**src/rtl/score_pkg.sv**
```systemverilog
// Shared types and constants for the BCD score engine.
// A 2-digit BCD point constant is widened to the largest supported score width.
package score_pkg;

    typedef enum logic [1:0] {IDLE, ADD, COMMIT} state_t;

    localparam int         BCD_W      = 4;
    localparam logic [3:0] BCD_NINE   = 4'd9;
    localparam int         MAX_DIGITS = 8;

    function automatic logic [BCD_W*MAX_DIGITS-1:0] pack_bcd2(input logic [7:0] value);
        return {{(BCD_W*MAX_DIGITS-8){1'b0}}, value};
    endfunction

endpackage

```
**src/rtl/bcd_digit_add.sv**
```systemverilog
// Combinational single-digit BCD adder: a + b + cin with decimal carry out.
module bcd_digit_add
    import score_pkg::*;
(
    input  logic [BCD_W-1:0] a,
    input  logic [BCD_W-1:0] b,
    input  logic             cin,
    output logic [BCD_W-1:0] sum,
    output logic             cout
);

    logic [BCD_W:0] raw;
    logic [BCD_W:0] adjusted;

    always_comb begin
        raw      = {1'b0, a} + {1'b0, b} + {{BCD_W{1'b0}}, cin};
        adjusted = raw - (BCD_W+1)'(10);
        if (raw > {1'b0, BCD_NINE}) begin
            sum  = adjusted[BCD_W-1:0];
            cout = 1'b1;
        end else begin
            sum  = raw[BCD_W-1:0];
            cout = 1'b0;
        end
    end

endmodule

```
**src/rtl/bcd_score_engine.sv**
```systemverilog
// Serial N-digit BCD score keeper with queued eat/bonus events and atomic commit.
// Optional high-score register enabled by defining SCORE_HISCORE_EN.
module bcd_score_engine
    import score_pkg::*;
#(
    parameter int         DIGITS      = 4,
    parameter logic [7:0] EAT_PTS     = 8'h01,
    parameter logic [7:0] BONUS_PTS   = 8'h25,
    parameter int         PEND_W      = 3,
    parameter bit         SATURATE    = 1'b1,
    parameter int         LEVEL_DIGIT = 1
) (
    input  logic                      clk_pix,
    input  logic                      reset_n,
    input  logic                      eat_evt,
    input  logic                      bonus_evt,
    input  logic                      clear,
    output logic [BCD_W*DIGITS-1:0]   score,
    output logic [BCD_W*DIGITS-1:0]   hi_score,
    output logic                      busy,
    output logic                      level_up,
    output logic                      new_hi,
    output logic                      ovf,
    output logic                      dropped
);

    localparam int W     = BCD_W * DIGITS;
    localparam int IDX_W = (DIGITS > 1) ? $clog2(DIGITS) : 1;
    localparam int LVL_LO = LEVEL_DIGIT * BCD_W;

    localparam logic [IDX_W-1:0]            LAST_IDX   = IDX_W'(DIGITS - 1);
    localparam logic [BCD_W*MAX_DIGITS-1:0] EAT_FULL   = pack_bcd2(EAT_PTS);
    localparam logic [BCD_W*MAX_DIGITS-1:0] BONUS_FULL = pack_bcd2(BONUS_PTS);
    localparam logic [W-1:0]                EAT_ADD    = EAT_FULL[W-1:0];
    localparam logic [W-1:0]                BONUS_ADD  = BONUS_FULL[W-1:0];
    localparam logic [W-1:0]                ALL_NINES  = {DIGITS{BCD_NINE}};
    localparam logic [PEND_W-1:0]           PEND_MAX   = '1;

    state_t            state;
    state_t            state_next;
    logic [W-1:0]      work;
    logic [W-1:0]      addend;
    logic [W-1:0]      commit_val;
    logic [IDX_W-1:0]  idx;
    logic              carry;
    logic [PEND_W-1:0] pend_eat;
    logic [PEND_W-1:0] pend_bonus;
    logic              load_eat;
    logic              load_bonus;
    logic [BCD_W-1:0]  work_digit;
    logic [BCD_W-1:0]  add_digit;
    logic [BCD_W-1:0]  digit_sum;
    logic              digit_carry;

    assign work_digit = work[idx*BCD_W +: BCD_W];
    assign add_digit  = addend[idx*BCD_W +: BCD_W];
    assign commit_val = (carry && SATURATE) ? ALL_NINES : work;
    assign busy       = (state != IDLE) || (pend_eat != '0) || (pend_bonus != '0);

    bcd_digit_add u_digit_add (
        .a    (work_digit),
        .b    (add_digit),
        .cin  (carry),
        .sum  (digit_sum),
        .cout (digit_carry)
    );

    always_ff @(posedge clk_pix) begin
        if (!reset_n) begin
            state <= IDLE;
        end else begin
            state <= state_next;
        end
    end

    always_comb begin
        state_next = state;
        load_eat   = 1'b0;
        load_bonus = 1'b0;
        case (state)
            IDLE: begin
                if (pend_bonus != '0) begin
                    load_bonus = 1'b1;
                    state_next = ADD;
                end else if (pend_eat != '0) begin
                    load_eat   = 1'b1;
                    state_next = ADD;
                end
            end
            ADD: begin
                if (idx == LAST_IDX) begin
                    state_next = COMMIT;
                end
            end
            COMMIT:  state_next = IDLE;
            default: state_next = IDLE;
        endcase
        if (clear) begin
            state_next = IDLE;
            load_eat   = 1'b0;
            load_bonus = 1'b0;
        end
    end

    // An event landing in the cycle its counter is consumed cancels out.
    always_ff @(posedge clk_pix) begin
        if (!reset_n || clear) begin
            pend_eat   <= '0;
            pend_bonus <= '0;
            dropped    <= 1'b0;
        end else begin
            if (eat_evt && !load_eat) begin
                if (pend_eat == PEND_MAX) begin
                    dropped <= 1'b1;
                end else begin
                    pend_eat <= pend_eat + 1'b1;
                end
            end else if (!eat_evt && load_eat) begin
                pend_eat <= pend_eat - 1'b1;
            end
            if (bonus_evt && !load_bonus) begin
                if (pend_bonus == PEND_MAX) begin
                    dropped <= 1'b1;
                end else begin
                    pend_bonus <= pend_bonus + 1'b1;
                end
            end else if (!bonus_evt && load_bonus) begin
                pend_bonus <= pend_bonus - 1'b1;
            end
        end
    end

    always_ff @(posedge clk_pix) begin
        if (!reset_n || clear) begin
            work     <= '0;
            addend   <= '0;
            idx      <= '0;
            carry    <= 1'b0;
            score    <= '0;
            ovf      <= 1'b0;
            level_up <= 1'b0;
        end else begin
            level_up <= 1'b0;
            if (load_bonus || load_eat) begin
                work   <= score;
                addend <= load_bonus ? BONUS_ADD : EAT_ADD;
                idx    <= '0;
                carry  <= 1'b0;
            end else if (state == ADD) begin
                work[idx*BCD_W +: BCD_W] <= digit_sum;
                carry <= digit_carry;
                idx   <= (idx == LAST_IDX) ? '0 : idx + 1'b1;
            end else if (state == COMMIT) begin
                work     <= commit_val;
                score    <= commit_val;
                level_up <= (commit_val[W-1:LVL_LO] != score[W-1:LVL_LO]);
                if (carry) begin
                    ovf <= 1'b1;
                end
            end
        end
    end

`ifdef SCORE_HISCORE_EN
    // Packed BCD orders the same as unsigned binary, so a plain compare suffices.
    always_ff @(posedge clk_pix) begin
        if (!reset_n) begin
            hi_score <= '0;
            new_hi   <= 1'b0;
        end else begin
            new_hi <= 1'b0;
            if (!clear && state == COMMIT && commit_val > hi_score) begin
                hi_score <= commit_val;
                new_hi   <= 1'b1;
            end
        end
    end
`else
    assign hi_score = '0;
    assign new_hi   = 1'b0;
`endif

endmodule

```
**config.mk**
```make
export PLATFORM = sky130hd
export DESIGN_NAME = bcd_score_engine
export DESIGN_NICKNAME = d
export VERILOG_FILES = /design/src/rtl/score_pkg.sv /design/src/rtl/bcd_digit_add.sv /design/src/rtl/bcd_score_engine.sv
export SDC_FILE = /design/constraint.sdc
export NUM_CORES = 1
export LEC_CHECK = 0
export CAP_MARGIN = 20
export CORE_ASPECT_RATIO = 1.4
export CORE_MARGIN = 4
export CORE_UTILIZATION = 53
export CTS_BUF_LIST = sky130_fd_sc_hd__clkbuf_4 sky130_fd_sc_hd__clkbuf_8
export DETAILED_ROUTE_END_ITERATION = 8
export PLACE_DENSITY = 0.85
export SLEW_MARGIN = 30
export SYNTH_ARGS = -nofsm -noshare
export SYNTH_HDL_FRONTEND = slang
export SYNTH_SLANG_ARGS = --single-unit
```
**constraint.sdc**
```tcl
create_clock -name clk_pix -period 3.4 [get_ports clk_pix]
set_input_delay 0.85 -clock clk_pix [delete_from_list [all_inputs] [get_ports clk_pix]]
set_output_delay 0.85 -clock clk_pix [all_outputs]
set_load 0.1 [all_outputs]
```
# == Word level (Yosys, flattened, before mapping) ==
# Index checks and enable logic that the tools add are counted.
# W data, S select, Z words.
# classes
addsub,9
n_lt_le_gt_ge,1
n_eq_ne,10
shifts,4
muxes,30
bitwise_logic,4
reduce_logical,28
# op_table
operator,n
$mux W16,4
$neg A4 Y34,1
$shift A4 B34 Y16 const A,1
$shiftx A4 B34 Y16,1
$shiftx A16 B5 Y4,2
$mux W3,6
$bwmux W16,1
$mux W1,12
$ne A12 B12 Y1,1
$reduce_bool A3 Y1,3
$mux W2,4
$add A3 B1 Y3 const B,2
$eq A3 B3 Y1 const B,2
$mux W6,1
$ne A2 B2 Y1 const B,3
$reduce_and A2 Y1,3
$reduce_bool A2 Y1,3
$sub A3 B1 Y3 const B,2
$add A4 B4 Y5,1
$add A5 B1 Y5,1
$gt A5 B4 Y1 const B,1
$logic_not A1 Y1,5
$eq A2 B2 Y1 const B,2
$logic_and A1 B1 Y1,4
other kinds (13),20
# word_totals
ff_bits,62
inputBits,5
output_inout_bits,37
elab_cells,97

# == Longest topological paths before layout ==
# Gate-level depths: netlist of run 1.
# logic_depth
ltp_word,10
ltp_mapped,15
mapped_depth_nobuf,14

# == By module ==
# A second synthesis of run 1 with hierarchy kept.
# hier_totals
hier_cells,391
hier_area_um2,3216.8
# by_module_without_submodules
mod,n_inst,cells_per_inst,area_each_um2,seq_area_each_um2
bcd_score_engine,1,369,3005.4,960.9
bcd_digit_add,1,22,211.5,0.0

# == Worst setup path after synthesis of run 1 ==
# No wires, ideal clock.
# synth_path
path_type,register -> register
start,register carry
end,register work[1]
setup_ns,0.127
arrival_ns,3.318
required_time_ns,3.273
slack_ns,-0.045
path_stages_with_launch,15
n_path_buf,2
synth_period_minus_slack_ns,3.445
cell_sequence,dfxtp_1 clkbuf_1 clkbuf_1 inv_1 fa_1 inv_1 fa_1 inv_1 ha_1 nand2_1 o31ai_2 o21ai_2 o311ai_4 nor4_1 or3_1
# synth_between
elab_chain_cells,7
elab_cells_between_ends,10
classes_between,add/sub (2); order compare (1); shift (1); mux (6)
# synth_lines
element,line,text
start: declaration,bcd_score_engine.sv:45,logic carry;
start signal: assignment,bcd_score_engine.sv:151,carry <= digit_carry;
$add A5 B1 Y5,bcd_digit_add.sv:16,"raw = {1'b0, a} + {1'b0, b} + {{BCD_W{1'b0}}, cin};"
$sub A4 B4 Y4 / $gt A5 B4 Y1 (equally long branches),"bcd_digit_add.sv:17, bcd_digit_add.sv:18",
$mux W4,bcd_digit_add.sv:18,"if (raw > {1'b0, BCD_NINE}) begin"
$shiftx A4 B34 Y16,bcd_score_engine.sv:150,work[idx*BCD_W +: BCD_W] <= digit_sum;
$bwmux W16,bcd_score_engine.sv:150,
$mux W16 *,bcd_score_engine.sv:149,end else if (state == ADD) begin
$mux W16 *,bcd_score_engine.sv:144,if (load_bonus || load_eat) begin
end signal: assignment,bcd_score_engine.sv:145,work <= score;
end signal: indexed assignment,bcd_score_engine.sv:150,
end signal: assignment,bcd_score_engine.sv:154,work <= commit_val;
end: declaration,bcd_score_engine.sv:41,logic [W-1:0] work;
# Mark *: on every way between the ends. The rest lies on a longest branch, timed or not. The select of a mux whose other input is x is not followed.
# A chain may end at the register's enable or synchronous reset.

# == Final worst setup path of run 1 ==
# layout_path
start,register idx[0]
end,register work[5]
# layout_between
elab_chain_cells,9
elab_cells_between_ends,13
classes_between,add/sub (4); order compare (1); shift (4); mux (4)
# layout_lines
element,line,text
start: declaration,bcd_score_engine.sv:44,logic [IDX_W-1:0] idx;
start signal: assignment,bcd_score_engine.sv:152,idx <= (idx == LAST_IDX) ? '0 : idx + 1'b1;
$shiftx A16 B5 Y4 (on tied branches),"bcd_score_engine.sv:55, bcd_score_engine.sv:56",
$add A4 B4 Y5,bcd_digit_add.sv:16,
$add A5 B1 Y5,bcd_digit_add.sv:16,
$sub A4 B4 Y4 / $gt A5 B4 Y1 (equally long branches),"bcd_digit_add.sv:17, bcd_digit_add.sv:18",
$mux W4,bcd_digit_add.sv:18,
$shiftx A4 B34 Y16,bcd_score_engine.sv:150,
$bwmux W16 *,bcd_score_engine.sv:150,
$mux W16 *,bcd_score_engine.sv:149,
$mux W16 *,bcd_score_engine.sv:144,
# Mark *: on every way between the ends. The rest lies on a longest branch, timed or not.

==> metrics.csv, run 1 <==
stage;metric;value;unit
status;outcome;complete, no violations;
global_route;largest net degree at the start of global routing;30;
placed_design;IO buf count;24;
power;Sw Share;39.3;%
setup_path;CP startpoint kind;flop;
logic_synthesis;Ys Warns;0;
layout;area grow syn2layout;9.15;%
worst_hold_path;Worst Hold Class;reg2reg;
placed_design;Place WS;0.0487;ns
layout;share of cells above drive strength 1;15.4;%
power;sequential power share;41.9;%
floorplan;count of boundary I/O pins;42;
logic_synthesis;Synth Area in Compound Gates;28.2;%
global_route;total grt overflow;0;
clocking;insertion delay to the later sink of the worst-skew pair;0.31;ns
sta;Clock Skew;0.00873;ns
floorplan;full die area;0.00796;mm^2
logic_synthesis;mux share of post-synthesis cell area;3.73;%
logic_synthesis;Adder-Cell Fraction of Synth Area;4.81;%
power;Peak VDD IR;0.239;mV
route;initial DRC count;282;
sta;Setup TNS Final;0;ns
sta;Max Clock Freq;304;MHz
setup_path;required time of the critical path;3.59;ns
clocking;root buffer cell;clkbuf_8;
clocking;post-cts hold buffer count;0;
placed_design;Routability Congestion;0.959;
setup_path;CP Max Fanout;4;
clocking;H-tree depth;2;
power;Clk pwr share;25.3;%
logic_synthesis;Synth Area in XOR/XNOR;2.01;%
global_route;initial antenna violation count;0;
route;WL/cell;18.2;um
setup_path;crit path kind;reg2reg;
logic_synthesis;Seq cells post-synth;48;
clocking;Num CTS Buffers;5;
run;max cap viols;0;
route;Detail Route Antenna Nets;0;
logic_synthesis;simple-gate area share of the yosys netlist;24.5;%
global_route;first-pass GRT wire length;15700;um
logic_synthesis;Distinct cells, synth;70;
sta;worst setup margin;0.108;ns
logic_synthesis;cells after synthesis;440;
power;Sw Pwr;0.000581;W
sta;Hold WS;0.494;ns
layout;n_diodes;0;
power;Int Power;0.000899;W
route;DRC;0;
logic_synthesis;main flop type after synthesis;dfxtp_1;
route;Via-to-Cell Ratio;6.45;
clocking;Sink Count;48;
power;Comb pwr share;32.8;%
sta;# setup viols final;0;
placed_design;dpl cell area;0.00366;mm^2
route;DR pass1 iterations;7;
setup_path;WP data arrival;3.49;ns
worst_hold_path;hold path depth;2;
floorplan;Core Box Area;0.00630;mm^2
route;drt total wl;9680;um
logic_synthesis;Netlist Area Pre-Place;0.00349;mm^2
sta;headroom to the max-slew limit;54.0;%
floorplan;Initial Utilization;55.4;%
logic_synthesis;Mapped Avg Cell Area;7.92;um^2
clocking;Longest Clk Path Bufs;2;
logic_synthesis;register area share after synthesis;27.6;%
logic_synthesis;area leader, netlist;dfxtp_1;
logic_synthesis;largest cells by area after synthesis;dfxtp_1, o21ai_0, a21oi_1;
sta;Final Hold Viols;0;
logic_synthesis;Post-synth EDFFs;0;
route;routed vias;3430;
logic_synthesis;largest family of logic cells by synthesized area;compound AO/OA/AOI/OAI gates;
sta;min Tclk post-route;3.29;ns
setup_path;FF-to-FF path depth;14;
sta;final worst-path cycle share;96.8;%
floorplan;Row Count;34;
layout;footprint of the multi-input gates;0.00230;mm^2
global_route;Total GRT Usage;23.9;%
setup_path;crit path capture type;flop;
placed_design;HPWL Detailed;6890;um
floorplan;width of the die;76.5;um
layout;Post-Route Utilization;60.4;%
layout;FILL cells;566;
power;Leakage;1.37;nW
sta;max-slew violations;0;
power;pwr dens;389;mW/mm^2
clocking;Clock transition at path regs;0.10;ns
layout;Nets;475;
clocking;CTS tree;done;
layout;Reg area;965;um^2
logic_synthesis;Synth top area share;27.6;%
sta;Worst-Margin Slew;0.683;ns
global_route;vias in the first global route;3192;
floorplan;die height;104;um
layout;final instance area;0.00380;mm^2
logic_synthesis;asr flop ratio synth;0;%
==> metrics by stage <==
stage,total power (W),cells
after floorplan,0.00102,456
after global placement,0.00108,523
after detailed placement,0.00109,523
after CTS,0.00146,531
after global routing,0.00154,532
final,0.00148,532
==> cell usage after synthesis, drive strengths merged (4+ instances only) <==
library cell	number
mux2i	4
buf	27
nand3	16
clkbuf	13
o21a	5
nor3	13
a31oi	12
xnor2	4
nand4	5
a311oi	4
xor2	4
a211oi	11
or3	8
ha	7
o21ai	45
fa	4
nand2b	6
nand2	39
nor2b	8
inv	16
nor2	40
and2	4
nor4	9
a21oi	38
dfxtp	48
==> power groups by stage <==
| stage | sequential (W) | combinational, W | clock, W |
|---|---|---|---|
| 2_1_floorplan | 0.000612 | 0.000407 | 0 |
| 3_3_place_gp | 0.000629 | 0.000453 | 0 |
| 3_5_place_dp | 0.000630 | 0.000464 | 0 |
| 4_1_cts | 0.000617 | 0.000466 | 0.000376 |
| 5_1_grt | 0.000623 | 0.000519 | 0.000399 |
| 6_report | 0.000620 | 0.000485 | 0.000375 |
==> cell families (layout without fill, tap and decap cells) <==
| kind of cell | Yosys count | in the layout |
|---|---|---|
| and+or+nand+nor | 159 | 159 |
| xor gates and xnor gates | 8 | 8 |
| adders and majority gates | 11 | 11 |
| buffers and inverters | 56 | 60 |
| DFF | 48 | 48 |
| muxes | 8 | 8 |
| AOI/OAI and AO/OA | 149 | 149 |
| other | 1 | 17 |
==> worst paths after layout <==
kind	from	endpoint	slack, ns
worst max register to register	idx[0]	work[5]	0.11
worst max-delay path	idx[0]	work[5]	0.11
worst min-delay path	addend[0]	addend[0]	0.49
worst min register to register	addend[0]	addend[0]	0.49
==> placed cells by master (no fill, tap or decap), types with 4 or more instances in the layout <==
cell type        count
clkdlybuf4s50_1      4
o21ai_1              4
xor2_1               4
ha_1                 6
or3_1                6
nand2b_1             5
nor3_1              10
a211oi_1            11
nor4_1               7
nor2b_1              7
dfxtp_1             45
buf_4               31
o21ai_0             39
mux2i_1              4
o21a_1               5
clkbuf_8             6
a21oi_1             38
nand2_1             37
a311oi_1             4
a31oi_1             12
inv_1               15
conb_1              17
nand4_1              5
nor2_1              40
xnor2_1              4
nand3_1             15
==> sequential cells by signal, indices dropped and copies added, names as in the netlist <==
signal      count
ovf             1
score          16
addend          2
dropped         1
idx             2
pend_eat        3
level_up        1
state           2
pend_bonus      3
work           16
carry           1
==> routing by layer <==
metal	wire length (um)	track usage (%)
met5	0	0
met4	381	13.3
met3	746	2.60
met2	4740	40.6
met1	3820	29.1
==> final cells by class <==
cell class	instances	share of cell area (%)
Multi-Input combinational cell	352	60.4
Sequential cell	48	25.4
Timing Repair Buffer	36	7.69
Tap cell	72	2.37
Clock buffer	6	2.17
Inverter	16	1.58
Clock inverter	2	0.395
==> worst max-delay path: stages (launching register included) <==
cell and delay (ns):
dfxtp_2 0.35, mux4_1 0.54, inv_1 0.08, fa_2 0.19, inv_1 0.06, fa_2 0.37
xor2_1 0.18, inv_1 0.08, ha_2 0.19, nand2_2 0.08, o31ai_4 0.08, o21ai_2 0.12
o311ai_4 0.39, nor4_2 0.10, or3_1 0.35
==> timing repair <==
item                       in CTS  in global routing
gates resized for setup         0                 11
buffers inserted                0                  1
setup endpoints to repair       0                 12
Power figures use the tool's default switching activity.
==> inputs of run 2 (changes only) <==
- CAP_MARGIN: 20 -> default
- HOLD_SLACK_MARGIN: default -> 0.02
==> results of run 2 <==
The final DEF is identical to that of run 1; final timing and power are the same.
==> inputs of run 3 (changes only) <==
- ABC_CLOCK_PERIOD_IN_PS: default -> 3400
- CORE_ASPECT_RATIO: 1.4 -> default
- CORE_UTILIZATION: 53 -> 51
- CTS_BUF_LIST: sky130_fd_sc_hd__clkbuf_4 sky130_fd_sc_hd__clkbuf_8 -> default
- PLACE_DENSITY: 0.85 -> 0.83
==> run 3 against run 2 <==
  * Critical path depth shrank 2
  * Sequential cell count stayed put
  * Via count is 2.0% higher
  * Count of clock-buffer cells in the layout stayed put
  * Sequential power is essentially flat
  * Clock power grew 21%
  * Critical endpoint is now work[1]
==> metrics.csv, run 3 (same netlist as run 1, synthesis figures left out) <==
stage;metric;value;unit;change
status;outcome;complete, no violations;;
route;DRC;0;;unchanged
placed_design;post-placement cell count;530;;+1.3%
setup_path;Crit-path slowest cell;mux4_1;;
setup_path;WP data arrival;3.50;ns;about the same
clocking;Num CTS Buffers;5;;unchanged
sta;final worst-path cycle share;97.2;%;+0.40 points
layout;n_diodes;0;;unchanged
clocking;H-tree depth;2;;unchanged
setup_path;crit path kind;reg2reg;;
sta;# setup viols final;0;;unchanged
power;Total Power;0.00156;W;+5.7%
global_route;first-pass GRT wire length;15700;um;about the same
sta;Hold WS;0.498;ns;+0.00306 ns
layout;final instance area;0.00386;mm^2;+1.4%
sta;Final Hold Viols;0;;unchanged
floorplan;Core Box Area;0.00649;mm^2;+3.2%
floorplan;count of boundary I/O pins;42;;unchanged
route;Detail Route Antenna Nets;0;;unchanged
floorplan;full die area;0.00822;mm^2;+3.3%
layout;Nets;478;;+0.63%
sta;headroom to the max-slew limit;52.6;%;-1.4 points
placed_design;Routability Congestion;0.948;;-1.1%
layout;most frequent cells in the layout;dfxtp_1, nor2_1, o21ai_0;;
sta;Max Clock Freq;303;MHz;-0.41%
setup_path;CP Max Fanout;11;;+7
global_route;initial antenna violation count;0;;unchanged
sta;Worst-Margin Slew;0.711;ns;+0.0280 ns
worst_hold_path;Worst Hold Class;reg2reg;;
setup_path;CP startpoint kind;flop;;
global_route;total grt overflow;0;;unchanged
layout;area grow syn2layout;10.7;%;
setup_path;CP cell instances;buf_4 -> mux4_1 -> ha_1 -> xor2_2 -> inv_1 -> ha_2 -> nand2_2 -> o31ai_4 -> o21ai_2 -> o311ai_4 -> nor4_1 -> or3_1;;
clocking;Clock transition at path regs;0.10;ns;about the same
floorplan;width of the die;90.7;um;+18%
setup_path;required time of the critical path;3.60;ns;about the same
placed_design;HPWL Detailed;6960;um;+1.1%
route;Via-to-Cell Ratio;6.48;;+0.47%
floorplan;Row Count;29;;-15%
setup_path;Max stage delay on crit path;0.62;ns;+0.08 ns
sta;max-slew violations;0;;unchanged
global_route;largest net degree at the start of global routing;30;;unchanged
run;max cap viols;0;;unchanged
route;initial DRC count;348;;+23%
layout;footprint of the multi-input gates;0.00231;mm^2;+0.49%
layout;FILL cells;567;;+0.18%
route;DR pass1 iterations;5;;-2
route;WL/cell;18.2;um;-0.11%
global_route;vias in the first global route;3186;;-0.19%
clocking;insertion delay to the later sink of the worst-skew pair;0.32;ns;about the same
floorplan;die height;90.7;um;-13%
clocking;Longest Clk Path Bufs;2;;unchanged
clocking;post-cts hold buffer count;0;;unchanged
floorplan;Initial Utilization;53.7;%;-1.7 points
global_route;Total GRT Usage;22.9;%;-1.0 points
route;drt total wl;9820;um;+1.4%
layout;leading cell type in the layout, fill and taps excluded;dfxtp_1;;
route;routed vias;3498;;+2.0%
clocking;CTS tree;done;;
layout;Top Registers;score: 16 flops, work: 16 flops;;
sta;Clock Skew;0.0152;ns;+0.00645 ns
placed_design;IO buf count;24;;unchanged
clocking;Sink Count;48;;unchanged
sta;min Tclk post-route;3.31;ns;+0.0136 ns
layout;non-filler cells, final;540;;+1.5%
layout;Reg area;967;um^2;+0.26%
power;Leakage;1.39;nW;+1.2%
layout;share of cells above drive strength 1;17.1;%;+1.6 points
placed_design;dpl cell area;0.00367;mm^2;+0.24%
power;pwr dens;405;mW/mm^2;+4.2%
power;Peak VDD IR;0.265;mV;+11%
clocking;root buffer cell;clkbuf_8;;
setup_path;crit path capture type;flop;;
[run 3: changes by cell type in the layout (fill, tap and decap cells not counted), moves of 2 or more]
cell / previous run / this run
mux4_2: 0 / 2
mux4_1: 3 / 1
buf_4: 31 / 35
clkinvlp_4: 2 / 0
[run 3: final timing paths]
kind | from | end | slack [ns] | cells past startpoint
setup / recovery | idx[0] | work[1] | 0.09 | 12
hold reg to reg | ovf | ovf | 0.50 | 2
hold / removal | ovf | ovf | 0.50 | 2
setup reg to reg | idx[0] | work[1] | 0.09 | 12
[run 3: cell type report]
class	instances	area share, %
Tap cell	77	2.50
Clock buffer	6	2.14
Clock inverter	2	1.01
Inverter	16	1.56
Timing Repair Buffer	39	7.85
Sequential cell	48	25.1
Multi-Input combinational cell	352	59.9
[run 3: critical path, delay by kind of cell, from the launching register on]
kind / cells / cell delay, ns
buffers and inverters: 2 / 0.27
xor gates and xnor gates: 1 / 0.22
adders and majority gates: 2 / 0.59
AOI/OAI and AO/OA: 3 / 0.58
and+or+nand+nor: 3 / 0.54
muxes: 1 / 0.62
DFF: 1 / 0.35
[run 3: routing by layer]
metal  track usage [%]  wire, um  vias up
met5                 0         0        -
met4              9.82       292        0
met3              4.17       751       34
met2              35.4      4510      178
met1              31.1      4260     1647
li1                  -         -     1639
[run 3: what timing repair did]
action / in CTS / in global routing
gates resized for setup: 2 / 16
pin swaps: 0 / 5
setup buffers: 0 / 2
endpoints found under the setup margin: 2 / 10
[run 3: report_power, final]
group,switching (W),internal (W),leakage (nW)
combinational,0.000336,0.000155,0.934
sequential,0.0000385,0.000581,0.390
clock,0.000213,0.000241,0.0614
total,0.000587,0.000977,1.39
[run 3: metrics by stage]
step | setup TNS [ns] | utilization (%) | worst slack (ns)
final | 0 | 59.4 | 0.0945
after global routing | -0.00719 | 59.4 | -0.00719
after CTS | 0 | 58.5 | 0.0800
after detailed placement | -0.0618 | 56.6 | -0.0618
after global placement | 0 | 56.6 | 0.194
after floorplan | 0 | - | 0.0359
